--- config.mk ---
export PLATFORM = sky130hd
export DESIGN_NAME = sum_display_driver
export DESIGN_NICKNAME = d
export VERILOG_FILES = /design/src/rtl/sum_display_driver.sv
export SDC_FILE = /design/constraint.sdc
export NUM_CORES = 1
export LEC_CHECK = 0
export BUFFER_PORTS_ARGS = -buffer_cell sky130_fd_sc_hd__clkbuf_2
export CAP_MARGIN = 10
export CORE_ASPECT_RATIO = 0.8
export CORE_MARGIN = 4
export CORE_UTILIZATION = 51
export DETAILED_ROUTE_END_ITERATION = 10
export PLACE_DENSITY = 0.7
export SYNTH_ARGS = -nofsm -noshare
export SYNTH_HDL_FRONTEND = slang
export SYNTH_SLANG_ARGS = --single-unit
export TNS_END_PERCENT = 1
--- constraint.sdc ---
create_clock -name clk -period 2.4 [get_ports clk]
set_input_delay 0.12 -clock clk [delete_from_list [all_inputs] [get_ports clk]]
set_output_delay 0.12 -clock clk [all_outputs]
set_load 0.1 [all_outputs]
--- src/rtl/sum_display_driver.sv ---
// Converts the 9-bit adder result {cout, sum} to BCD with a sequential double-dabble
// engine and drives a 4-digit common-anode multiplexed display with leading-zero blanking.
module sum_display_driver #(
  parameter int DIGIT_TICKS = 50000
) (
  input  logic        clk,
  input  logic        rst,
  input  logic [7:0]  sum,
  input  logic        cout,
  output logic [6:0]  seg,
  output logic [3:0]  an,
  output logic        dp,
  output logic [11:0] bcd,
  output logic        busy
);

  localparam logic [1:0] S_IDLE   = 2'd0;
  localparam logic [1:0] S_SHIFT  = 2'd1;
  localparam logic [1:0] S_COMMIT = 2'd2;

  localparam logic [15:0] TICK_MAX  = 16'(DIGIT_TICKS - 1);
  localparam logic [6:0]  SEG_BLANK = 7'b1111111;
  localparam logic [3:0]  LAST_ITER = 4'd8;

  logic [1:0]  state;
  logic [8:0]  v;
  logic [8:0]  last_v;
  logic [20:0] shreg;
  logic [3:0]  iter;
  logic [15:0] tick;
  logic [1:0]  idx;
  logic [6:0]  digit_seg;

  function automatic logic [3:0] adjust(input logic [3:0] n);
    return (n >= 4'd5) ? n + 4'd3 : n;
  endfunction

  // One double-dabble step: correct each BCD nibble, then shift the whole register left.
  function automatic logic [20:0] dabble(input logic [20:0] r);
    logic [20:0] t;
    t = {adjust(r[20:17]), adjust(r[16:13]), adjust(r[12:9]), r[8:0]};
    return {t[19:0], 1'b0};
  endfunction

  function automatic logic [6:0] decode(input logic [3:0] d);
    case (d)
      4'd0:    return 7'b1000000;
      4'd1:    return 7'b1111001;
      4'd2:    return 7'b0100100;
      4'd3:    return 7'b0110000;
      4'd4:    return 7'b0011001;
      4'd5:    return 7'b0010010;
      4'd6:    return 7'b0000010;
      4'd7:    return 7'b1111000;
      4'd8:    return 7'b0000000;
      4'd9:    return 7'b0010000;
      default: return SEG_BLANK;
    endcase
  endfunction

  assign v    = {cout, sum};
  assign busy = (state != S_IDLE);

  // Conversion control: capture, iterate, commit
  always_ff @(posedge clk or posedge rst) begin
    if (rst) begin
      state  <= S_IDLE;
      last_v <= 9'd0;
      iter   <= 4'd0;
      bcd    <= 12'd0;
    end else begin
      case (state)
        S_IDLE: begin
          if (v != last_v) begin
            last_v <= v;
            iter   <= 4'd0;
            state  <= S_SHIFT;
          end
        end
        S_SHIFT: begin
          iter <= iter + 4'd1;
          if (iter == LAST_ITER) state <= S_COMMIT;
        end
        S_COMMIT: begin
          bcd   <= shreg[20:9];
          state <= S_IDLE;
        end
        default: state <= S_IDLE;
      endcase
    end
  end

  // Shift register is pure data; it is always reloaded before use
  always_ff @(posedge clk) begin
    if (state == S_IDLE && v != last_v) shreg <= {12'd0, v};
    else if (state == S_SHIFT)          shreg <= dabble(shreg);
  end

  always_ff @(posedge clk or posedge rst) begin
    if (rst) begin
      tick <= 16'd0;
      idx  <= 2'd0;
    end else if (tick == TICK_MAX) begin
      tick <= 16'd0;
      idx  <= idx + 2'd1;
    end else begin
      tick <= tick + 16'd1;
    end
  end

  // Leading-zero blanking: tens hides only when hundreds is also zero
  always_comb begin
    digit_seg = SEG_BLANK;
    case (idx)
      2'd0: digit_seg = decode(bcd[3:0]);
      2'd1: if (bcd[11:4] != 8'd0) digit_seg = decode(bcd[7:4]);
      2'd2: if (bcd[11:8] != 4'd0) digit_seg = decode(bcd[11:8]);
      default: digit_seg = SEG_BLANK;
    endcase
  end

  always_ff @(posedge clk or posedge rst) begin
    if (rst) begin
      seg <= 7'b1000000;
      an  <= 4'b1110;
      dp  <= 1'b1;
    end else begin
      seg <= digit_seg;
      an  <= ~(4'b0001 << idx);
      dp  <= 1'b1;
    end
  end

endmodule
# Word-level counts from Yosys, hierarchy flattened
# Memories as Yosys holds them, arrays and structs flattened.
# Cells that the tools add are included.
# word_totals
regBits	77
latchBits	0
ramBits	0
mem_bits_ro	336
inputBits	11
elab_cells	58
n_memories	3
# op_classes
add_sub_neg	6
mul	0
div	0
magnitude_cmp	3
eq_ne	9
shifts	1
n_mux	14
bitwise	1
reduce_logical	11
# memory_table
memory	words	word_bits	read_ports	rd_clocked_by_memory_dff	write_ports	line_no	text
(name not given)	16	7	1	0	0	46	case (d)
(name not given)	16	7	1	0	0	46	
(name not given)	16	7	1	0	0	46	
# ops
operator	count
$pmux 7 s3	1
$mux 9	2
$add 16x1->16 const B	1
$eq 16x16->1 const B	1
$mux 16	1
$mux 7	2
$ge 4x3->1 const B	3
$mux 4	3
$ne 9x9->1	1
$add 4x2->4 const B	2
$pmux 4 s2	1
$reduce_bool 8->1	1
$reduce_and 2->1	3
$reduce_bool 2->1	3
$add 4x1->4 const B	1
$eq 2x1->1 const B	2
$eq 2x2->1 const B	2
$eq 4x4->1 const B	1
$logic_not 2->1	2
$mux 2	2
$not 4->4	1
$pmux 2 s2	1
$reduce_bool 4->1	1
$shl 1x2->4 const A	1
other kinds (6)	6

# Logic depth before layout (Yosys ltp)
# Gate-level depths: netlist of the first run.
# logic_depth
ltp_word	3
mapped_depth	7

# Worst setup path before layout of the first run
# Ideal clock, no wire load.
# synth_timing
path_kind	register to register
start	reg state[0]
end	reg shreg[4], data pin
arrival_time_ns	2.309
required_time_ns	2.140
slack_ns	-0.169
path_stages_with_launch	5
n_path_buf	1
path_cell_list	dfrtp_1 > or2_0 > a31oi_2 > buf_6 > mux2_2
# synth_between
elab_chain_cells	3
# synth_lines
item	line_no	text
start: declaration	25	logic [1:0] state;
start signal: assignment	67	state <= S_IDLE;
start signal: assignment	77	state <= S_SHIFT;
start signal: assignment	82	if (iter == LAST_ITER) state <= S_COMMIT;
$logic_not 2->1	95	if (state == S_IDLE && v != last_v) shreg <= {12'd0, v};
$logic_and 1x1->1	95	
$mux 9	95	
end signal: assignment	95	
end signal: assignment	96	else if (state == S_SHIFT) shreg <= dabble(shreg);
end: declaration	28	logic [20:0] shreg;
# Every way passes these cells.
# A chain may end at the register's enable or synchronous reset.

# Worst setup path in the final report of the first run
# layout_timing
start	reg last_v[7]
end	reg shreg[5], data pin
# layout_between
elab_chain_cells	3
# layout_lines
item	line_no	text
start: declaration	27	logic [8:0] last_v;
start signal: assignment	75	last_v <= v;
$ne 9x9->1	95	
$logic_and 1x1->1	95	
$mux 9	95	
# Every way passes these cells.

==> results_dict.tcl, run 1 <==
set metrics [dict create \
    clock_latency_ns 0.35 \
    wl_per_cell_um 13.5 \
    initial_core_util 0.538 \
    async_flop_share 0.727 \
    grt_max_degree 43 \
    syn_avg_cell_area_um2 9.89 \
    overflow 0 \
    fillers 653 \
    grt_pass1_vias 2789 \
    syn_to_final_growth_pct 11.4 \
    yosys.area_share.xor_xnor 0.0494 \
    clkSlewWorstSetupHoldPaths_ns 0.08 \
    core_area_um2 7570 \
    die-area_um2 9490 \
    pre_cts_ws_ns 0.611 \
    antenna_found_initial 0 \
    fin_nets 488 \
    drc 0 \
    globalplace.congestion 0.842 \
    synth-edff-count 9 \
    p_per_area_nw_per_um2 1290 \
    maxCapViolCount 0 \
    numClockSinks 77 \
    grt_pass1_wl_um 12900 \
    grt_setup_unrepaired "no" \
    yosys.area_share.adder 0.0921 \
    grtUsageMet3 0.0450 \
    yosysWarningCount 0 \
    setup_violations 0 \
    crit_type "register to register" \
    via_count 2906 \
    crit_fanout 15 \
    worst_slack_ns 0.614 \
    ctsLongestPathBuffers 2 \
    hold_viol_final 0 \
    postPlaceCellArea_um2 4330 \
    period_minus_slack_ns 1.79 \
    die_height_um 87.9 \
    finalCritPeriodShare 0.744 \
    synthTopCellsByArea "dfrtp_1 32%, ha_1 9.2%, mux2_2 7.2%" \
    ios 36 \
    yosys.area_share.simple 0.151 \
    setup_tns_ns 0 \
    drt_wl_total_um 7510 \
    synthCells 412 \
    die_w_um 108 \
    maxSlewHeadroom 0.440 \
    ctsHoldBuffers 1 \
    cts_resized 0 \
    grt_use_met1 0.230 \
    cts_tree "done" \
    synth_top_area_cell "dfrtp_1" \
    fin_cells 557 \
    synth_top_family_by_area "simple AND/OR/NAND/NOR gates" \
    clock_skew_ns 0.0107 \
    synth.most_common_cell "dfrtp_1" \
    finalMaxSlewViolations 0 \
    port-buffer-count 34 \
    arrival_ns 1.89 \
    p_leak_uw 0.00205 \
    use_met2 0.274 \
    critPathRequiredTime_ns 2.50 \
    synth_area_um2 4070 \
    drt_iter0_drc 133 \
    critPathLaunchType "register" \
    rows 28 \
    netlist-cell-type-count 43 \
    yosysSeqAreaShare 0.471 \
    final_util 0.600 \
    postLayoutCellArea_um2 4540 \
    busiest_layer "met2" \
    synth_compound_area_frac 0.115 \
    place_inst 540 \
    fmax_mhz 560 \
    synth_nets 453 \
    tightest_slew_ns 0.838 \
    drive_above_1_share 0.197 \
    h-tree-depth 3 \
    cts-buffers-inserted 9 \
    synthTopCellsByCount "52 x dfrtp_1, 41 x nand2_1, 34 x o21ai_0, 33 x a21oi_1, 31 x nor2_1" \
    ant_nets 0 \
    yosysTopAreaCellShare 0.319 \
    vias_per_cell 5.22 \
    synth.area.mux_share 0.0792 \
    gr-usage-all-layers 0.173 \
    outcome "finished clean" \
    post_cts_buffers 0 \
    synthFlopType "dfrtp_1" \
    hpwl_um 5450 \
    hold_path_class "input port to register" \
    ys_seq_elements 77 \
    n_antenna_cell 0 \
    firstDrtPassIters 5 \
    crit_path_end_kind "register" \
    ir_drop_mv 0.665 \
    root_buffer "clkbuf_8" \
]
==> per-stage QoR <==
| stage | hold WS [ns] | power, uW |
|---|---|---|
| final | 0.0409 | 5840 |
| after global routing | 0.0300 | 6280 |
| after floorplan | 0.271 | 4370 |
| after global placement | 0.333 | 4830 |
| after CTS | 0.0280 | 5890 |
| after detailed placement | 0.330 | 4900 |
==> worst paths after layout <==
kind / depth (start not counted) / startpoint / end / slack (ns)
setup / recovery: 5 / last_v[7] / shreg[5] / 0.61
min in group asynchronous: 3 / rst / tick[13] / 0.46
max in group asynchronous: 4 / rst / iter[1] / 1.19
hold / removal: 2 / sum[0] / last_v[0] / 0.04
hold reg to reg: 2 / shreg[18] / shreg[18] / 0.48
setup reg to reg: 5 / last_v[7] / shreg[5] / 0.61
==> power breakdown <==
group / switching (uW) / internal [uW] / total [uW]
clock network: 486 / 484 / 970
registers: 380 / 1750 / 2130
logic: 1830 / 916 / 2750
==> cell families after synthesis <==
family                   count (synthesis)
AO/OA/AOI/OAI                           85
XOR/XNOR                                23
adder cells (fa/ha/maj)                 30
buffers and inverters                   39
flip-flops                              77
multiplexers                            29
other                                    1
AND/OR/NAND/NOR                        128
==> critical path, stage by stage, from the launching register on <==
cell	delay, ns
dfrtp_1	0.40
xor2_1	0.18
nor4_2	0.32
a31oi_2	0.14
buf_4	0.22
mux2_2	0.28
==> cells in the final DEF (no fill, tap or decap), drive strengths merged, types with 2 or more instances in the layout <==
| cell | n |
|---|---|
| a21oi | 33 |
| a221oi | 2 |
| a31oi | 3 |
| and3 | 4 |
| and4 | 2 |
| buf | 5 |
| clkbuf | 43 |
| clkinv | 4 |
| dfrtp | 52 |
| dfstp | 4 |
| dfxtp | 12 |
| edfxtp | 9 |
| ha | 30 |
| inv | 25 |
| mux2 | 26 |
| mux2i | 3 |
| nand2 | 41 |
| nand2b | 15 |
| nand3 | 14 |
| nor2 | 31 |
| nor2b | 6 |
| nor3 | 5 |
| nor3b | 2 |
| o211ai | 2 |
| o21ai | 34 |
| o22ai | 6 |
| o31ai | 2 |
| or2 | 2 |
| xnor2 | 9 |
| xor2 | 14 |
==> metal layers <==
metal | vias up | wire, um | share of wire
li1 | 1470 | - | -
met1 | 1357 | 3680 | 0.49
met2 | 66 | 3350 | 0.45
met3 | 13 | 354 | 0.047
met4 | 0 | 123 | 0.016
met5 | - | 0 | 0
==> state kept, by name, summed over array words and instances (netlist names) <==
name,cells
an,4
bcd,12
idx,2
iter,4
last_v,9
seg,7
shreg,21
state,2
tick,16
==> layout make-up <==
cell class | count | area [um^2] | area share
clock buffer | 9 | 124 | 0.0273
tap | 105 | 131 | 0.0289
multi-input combinational | 296 | 1990 | 0.438
clock inverter | 7 | 72.6 | 0.0160
timing repair buffer | 40 | 218 | 0.0480
sequential | 77 | 1920 | 0.422
inverter | 23 | 86.3 | 0.0190
Note: power is estimated with default switching activity, not from simulation.
==> run 2, diff against run 1 <==
==> constraint.sdc (replaced) <==
create_clock -name clk -period 1.8 [get_ports clk]
set_input_delay 0.09 -clock clk [delete_from_list [all_inputs] [get_ports clk]]
set_output_delay 0.09 -clock clk [all_outputs]
set_load 0.1 [all_outputs]
==> run 2 against run 1 <==
Routed wire length is 2.7% higher. Maximum frequency is 0.64% higher. Non-clock buffer count is 14 higher. Hold slack better by 0.00070 ns. Total power is 37% higher. First-iteration DRC count is 15% lower. Core utilization is 2.2 points higher. Cell count is 2.5% higher. Largest cell class unchanged. Largest power group unchanged.
==> results_dict.tcl, run 2 (synthesis gave the netlist of run 1 again) <==
set metrics [dict create \
    outcome "finished clean" \
    fmax_mhz 563 \
    period_minus_slack_ns 1.77 \
    ir_drop_mv 0.926 \
    vias_per_cell 5.21 \
    p_leak_uw 0.00212 \
    root_buffer "clkbuf_8" \
    fin_cells 571 \
    critPathRequiredTime_ns 1.89 \
    maxSlewHeadroom 0.612 \
    n_antenna_cell 0 \
    grt_pass1_vias 2882 \
    drt_wl_total_um 7710 \
    port-buffer-count 34 \
    die_height_um 87.9 \
    place_inst 553 \
    fillers 647 \
    maxCapViolCount 0 \
    postLayoutCellArea_um2 4700 \
    cp_num_buf_inv 1 \
    initial_core_util 0.538 \
    antenna_found_initial 0 \
    hold_viol_final 0 \
    hold_path_class "input port to register" \
    cpLargestDelayFamily "flip-flops" \
    p_per_area_nw_per_um2 1700 \
    setup_violations 0 \
    largest-register "shreg" \
    h-tree-depth 3 \
    drc 0 \
    grt_pass1_wl_um 13300 \
    gr-usage-all-layers 0.177 \
    ant_nets 0 \
    syn_to_final_growth_pct 15.4 \
    wl_per_cell_um 13.5 \
    overflow 0 \
    top_regs "shreg (21), tick (16), bcd (12)" \
    cts-buffers-inserted 9 \
    holdWs_ns 0.0416 \
    slowest_stage "dfrtp_1" \
    ctsLongestPathBuffers 2 \
    die-area_um2 9490 \
    ios 36 \
    clock_latency_ns 0.34 \
    critPathLaunchType "register" \
    rows 28 \
    worst_slack_ns 0.0251 \
    postPlaceCellArea_um2 4470 \
    setup_tns_ns 0 \
    fin_nets 502 \
    cts_tree "done" \
    finalCritPeriodShare 0.986 \
    crit_type "register to register" \
    numClockSinks 77 \
    core_area_um2 7570 \
    drt_iter0_drc 113 \
    clkSlewWorstSetupHoldPaths_ns 0.08 \
    crit_path_end_kind "register" \
    hpwl_um 5820 \
    clock_skew_ns 0.00962 \
    grt_max_degree 23 \
    worstPathCellList "xor2_2, nor4_4, a31oi_4, buf_12, mux2_2" \
    largest_reg_flops 21 \
    via_count 2974 \
    globalplace.congestion 0.839 \
    arrival_ns 1.87 \
    die_w_um 108 \
    cp_slowest_stage_delay_ns 0.42 \
    most-common-layout-cells "45 x dfrtp_1, 41 x nand2_1, 34 x clkbuf_2" \
    finalMaxSlewViolations 0 \
    pre_cts_ws_ns -0.0547 \
    firstDrtPassIters 4 \
    drive_above_1_share 0.242 \
    tightest_slew_ns 0.581 \
    crit_fanout 6 \
    grt_setup_unrepaired "yes" \
    final_common_cell "dfrtp_1" \
]
==> run 2: where the power goes <==
| part | leakage (uW) | internal, uW | switching [uW] |
|---|---|---|---|
| Sequential | 0.000900 | 2340 | 443 |
| Clock | 0.000100 | 641 | 624 |
| Combinational | 0.00112 | 1370 | 2580 |
| Total | 0.00212 | 4350 | 3650 |
==> run 2: final cells by class <==
cell class,count,area (um^2),share of cell area
Tap cell,105,131,0.0279
Multi-Input combinational cell,296,2020,0.430
Sequential cell,77,1930,0.410
Inverter,23,86.3,0.0184
Clock buffer,10,128,0.0271
Timing Repair Buffer,54,348,0.0740
Clock inverter,6,62.6,0.0133
==> run 2: per-stage QoR <==
stage          total power [uW]   util
3_3_place_gp               6620  0.591
6_report                   8000  0.621
3_5_place_dp               6730  0.591
5_1_grt                    8620  0.621
4_1_cts                    8020  0.618
2_1_floorplan              5870      -
==> run 2: what timing repair did <==
item / in CTS / in global routing
hold buffers: 1 / 0
resized for setup: 1 / 4
pin swaps: 3 / 3
hold endpoints to repair: 20 / 0
setup buffers: 0 / 1
endpoints found under the setup margin: 18 / 20
==> run 2: path summary, 6_finish.rpt <==
check	cells past startpoint	to	start	slack, ns
hold / removal	2	last_v[5]	sum[5]	0.04
setup / recovery	5	shreg[7]	last_v[7]	0.03
setup reg to reg	5	shreg[7]	last_v[7]	0.03
max in group asynchronous	4	an[1]	rst	0.85
min in group asynchronous	3	tick[8]	rst	0.30
hold reg to reg	2	shreg[18]	shreg[18]	0.47
==> run 2: worst reg2reg max path, stage by stage, from the launching register on <==
cell and delay (ns):
dfrtp_1 0.42, xor2_2 0.17, nor4_4 0.33, a31oi_4 0.17, buf_12 0.17, mux2_2 0.27
==> run 2: layer usage <==
| metal | wire (um) | GRT usage | vias up |
|---|---|---|---|
| met4 | 85 | 0.0631 | 0 |
| met3 | 308 | 0.0383 | 8 |
| met1 | 3660 | 0.232 | 1410 |
| li1 | - | - | 1503 |
| met2 | 3660 | 0.292 | 53 |
| met5 | 0 | 0 | - |
==> run 3, diff against run 2 <==
--- a/config.mk
+++ b/config.mk
@@ -11,7 +11,7 @@
 export CORE_MARGIN = 4
 export CORE_UTILIZATION = 51
 export DETAILED_ROUTE_END_ITERATION = 10
-export PLACE_DENSITY = 0.7
+export PLACE_DENSITY = 0.73
 export SYNTH_ARGS = -nofsm -noshare
 export SYNTH_HDL_FRONTEND = slang
 export SYNTH_SLANG_ARGS = --single-unit
==> constraint.sdc (replaced) <==
create_clock -name clk -period 1.4 [get_ports clk]
set_input_delay 0.07 -clock clk [delete_from_list [all_inputs] [get_ports clk]]
set_output_delay 0.07 -clock clk [all_outputs]
set_load 0.1 [all_outputs]
==> run 3 against run 2 <==
The run now ends with negative setup slack left. Sequential power increased by 28%. Global-route usage increased by 4.3 points. Setup slack got worse by 0.45 ns. Flip-flop and latch count unchanged. Largest cell class unchanged.
==> results_dict.tcl, run 3 (synthesis gave the netlist of run 1 again) <==
set metrics [dict create \
    top_regs "shreg (21), tick (16), bcd (12)" \
    switching_share 0.437 \
    cpLargestDelayFamily "flip-flops" \
    slowest_stage "dfrtp_1" \
    hold_path_class "input port to register" \
    initial_core_util 0.538 \
    ir_drop_mv 1.20 \
    maxCapViolCount 0 \
    die_height_um 87.9 \
    p_int_uw 6890 \
    pwr-share-seq 0.291 \
    drt_iter0_drc 122 \
    die-area_um2 9490 \
    drc 0 \
    fin_cells 630 \
    clock_skew_ns 0.0101 \
    fmax_mhz 547 \
    overflow 0 \
    ios 36 \
    wl_per_cell_um 15.5 \
    grt_max_degree 29 \
    violations "negative setup slack" \
    fin_nets 561 \
    hpwl_um 6780 \
    multi_input_area_um2 2210 \
    grt_pass1_vias 3454 \
    final_common_cell "buf_4" \
    most-common-layout-cells "88 x buf_4, 41 x dfrtp_1, 40 x nand2_1" \
    die_w_um 108 \
    grt_pass1_wl_um 16300 \
    syn_to_final_growth_pct 34.9 \
    critPathRequiredTime_ns 1.50 \
    p_leak_uw 0.00251 \
    place_inst 608 \
    postLayoutCellArea_um2 5500 \
    top_layer "met4" \
    globalplace.congestion 0.875 \
    arrival_ns 1.92 \
    drt_wl_total_um 9760 \
    postPlaceCellArea_um2 4980 \
    finalMaxSlewViolations 0 \
    cp_slowest_stage_delay_ns 0.41 \
    seq_area_um2 1930 \
    largest_reg_flops 21 \
    power_frac_clock 0.172 \
    setup_violations 53 \
    ctsLongestPathBuffers 2 \
    routed-wl-met2_um 5080 \
    p_switching_uw 5340 \
    crit_fanout 7 \
    met1_length_um 4220 \
    antenna_found_initial 0 \
    root_buffer "clkbuf_8" \
    crit_type "register to register" \
    hold_viol_final 0 \
    critPathLaunchType "register" \
    final_util 0.726 \
    port-buffer-count 34 \
    route.met3.wl_um 367 \
    cts_tree "done" \
    clock_latency_ns 0.35 \
    combPwrFrac 0.537 \
    period_minus_slack_ns 1.83 \
    drive_above_1_share 0.410 \
    vias_per_cell 5.23 \
    outcome "complete, but fails checks" \
    worst_slack_ns -0.427 \
    ant_nets 0 \
    firstDrtPassIters 4 \
    finalCritPeriodShare 1.30 \
    power_uw 12200 \
    via_count 3296 \
    grt_setup_unrepaired "yes" \
    cp_num_buf_inv 1 \
    core_area_um2 7570 \
    tightest_slew_ns 0.543 \
    crit_path_end_kind "register" \
    rows 28 \
    gr-usage-all-layers 0.220 \
    fillers 532 \
    p_per_area_nw_per_um2 2230 \
    largest-register "shreg" \
    maxSlewHeadroom 0.639 \
    numClockSinks 77 \
    worstPathCellList "xor2_2, nor4_4, a31oi_4, buf_6, mux2_4" \
    cts-buffers-inserted 9 \
    n_antenna_cell 0 \
    clkSlewWorstSetupHoldPaths_ns 0.08 \
    h-tree-depth 3 \
]
[run 3: final timing paths]
check,startpoint,endpoint,slack [ns],cells after the start
worst max-delay path,last_v[1],shreg[1],-0.43,5
worst min-delay path,sum[0],last_v[0],0.01,2
worst max register to register,last_v[1],shreg[1],-0.43,5
worst min register to register,tick[15],tick[15],0.48,1
max in group asynchronous,rst,an[1],0.60,4
min in group asynchronous,rst,tick[15],0.25,3
[run 3: metrics by stage]
| step | setup TNS (ns) | hold WS (ns) | setup WS (ns) |
|---|---|---|---|
| 2_1_floorplan | -15.45 | 0.221 | -0.385 |
| 3_3_place_gp | -15.79 | 0.0548 | -0.428 |
| 3_5_place_dp | -20.24 | 0.0573 | -0.530 |
| 4_1_cts | -11.87 | 0.00436 | -0.403 |
| 5_1_grt | -16.45 | 0.00733 | -0.463 |
| 6_report | -13.18 | 0.0119 | -0.427 |
[run 3: area by class of cell]
type                            count  share of cell area
Clock buffer                       12              0.0341
Clock inverter                      4              0.0134
Inverter                           23              0.0157
Multi-Input combinational cell    296               0.403
Sequential cell                    77               0.351
Tap cell                          105              0.0239
Timing Repair Buffer              113               0.159
[run 3: repair_timing]
action / 4_1_cts / 5_1_grt
hold buffers: 1 / 0
endpoints found under the hold margin: 16 / 0
pin swaps: 8 / 4
buffers inserted: 5 / 0
resized for setup: 39 / 20
cloned: 0 / 0
setup endpoints to repair: 66 / 60
[run 3: power by group through the flow]
stage	clock [uW]	sequential, uW	combinational [uW]
after floorplan	0	4730	2900
after global placement	0	3510	5670
after detailed placement	0	3560	5880
after CTS	2140	3530	6370
after global routing	2260	3630	7110
final	2110	3550	6570
[run 3: per-layer routing]
layer,GRT usage,vias up
li1,-,1619
met2,0.401,67
met4,0.0413,0
met5,0,-
met3,0.0597,10
met1,0.265,1600
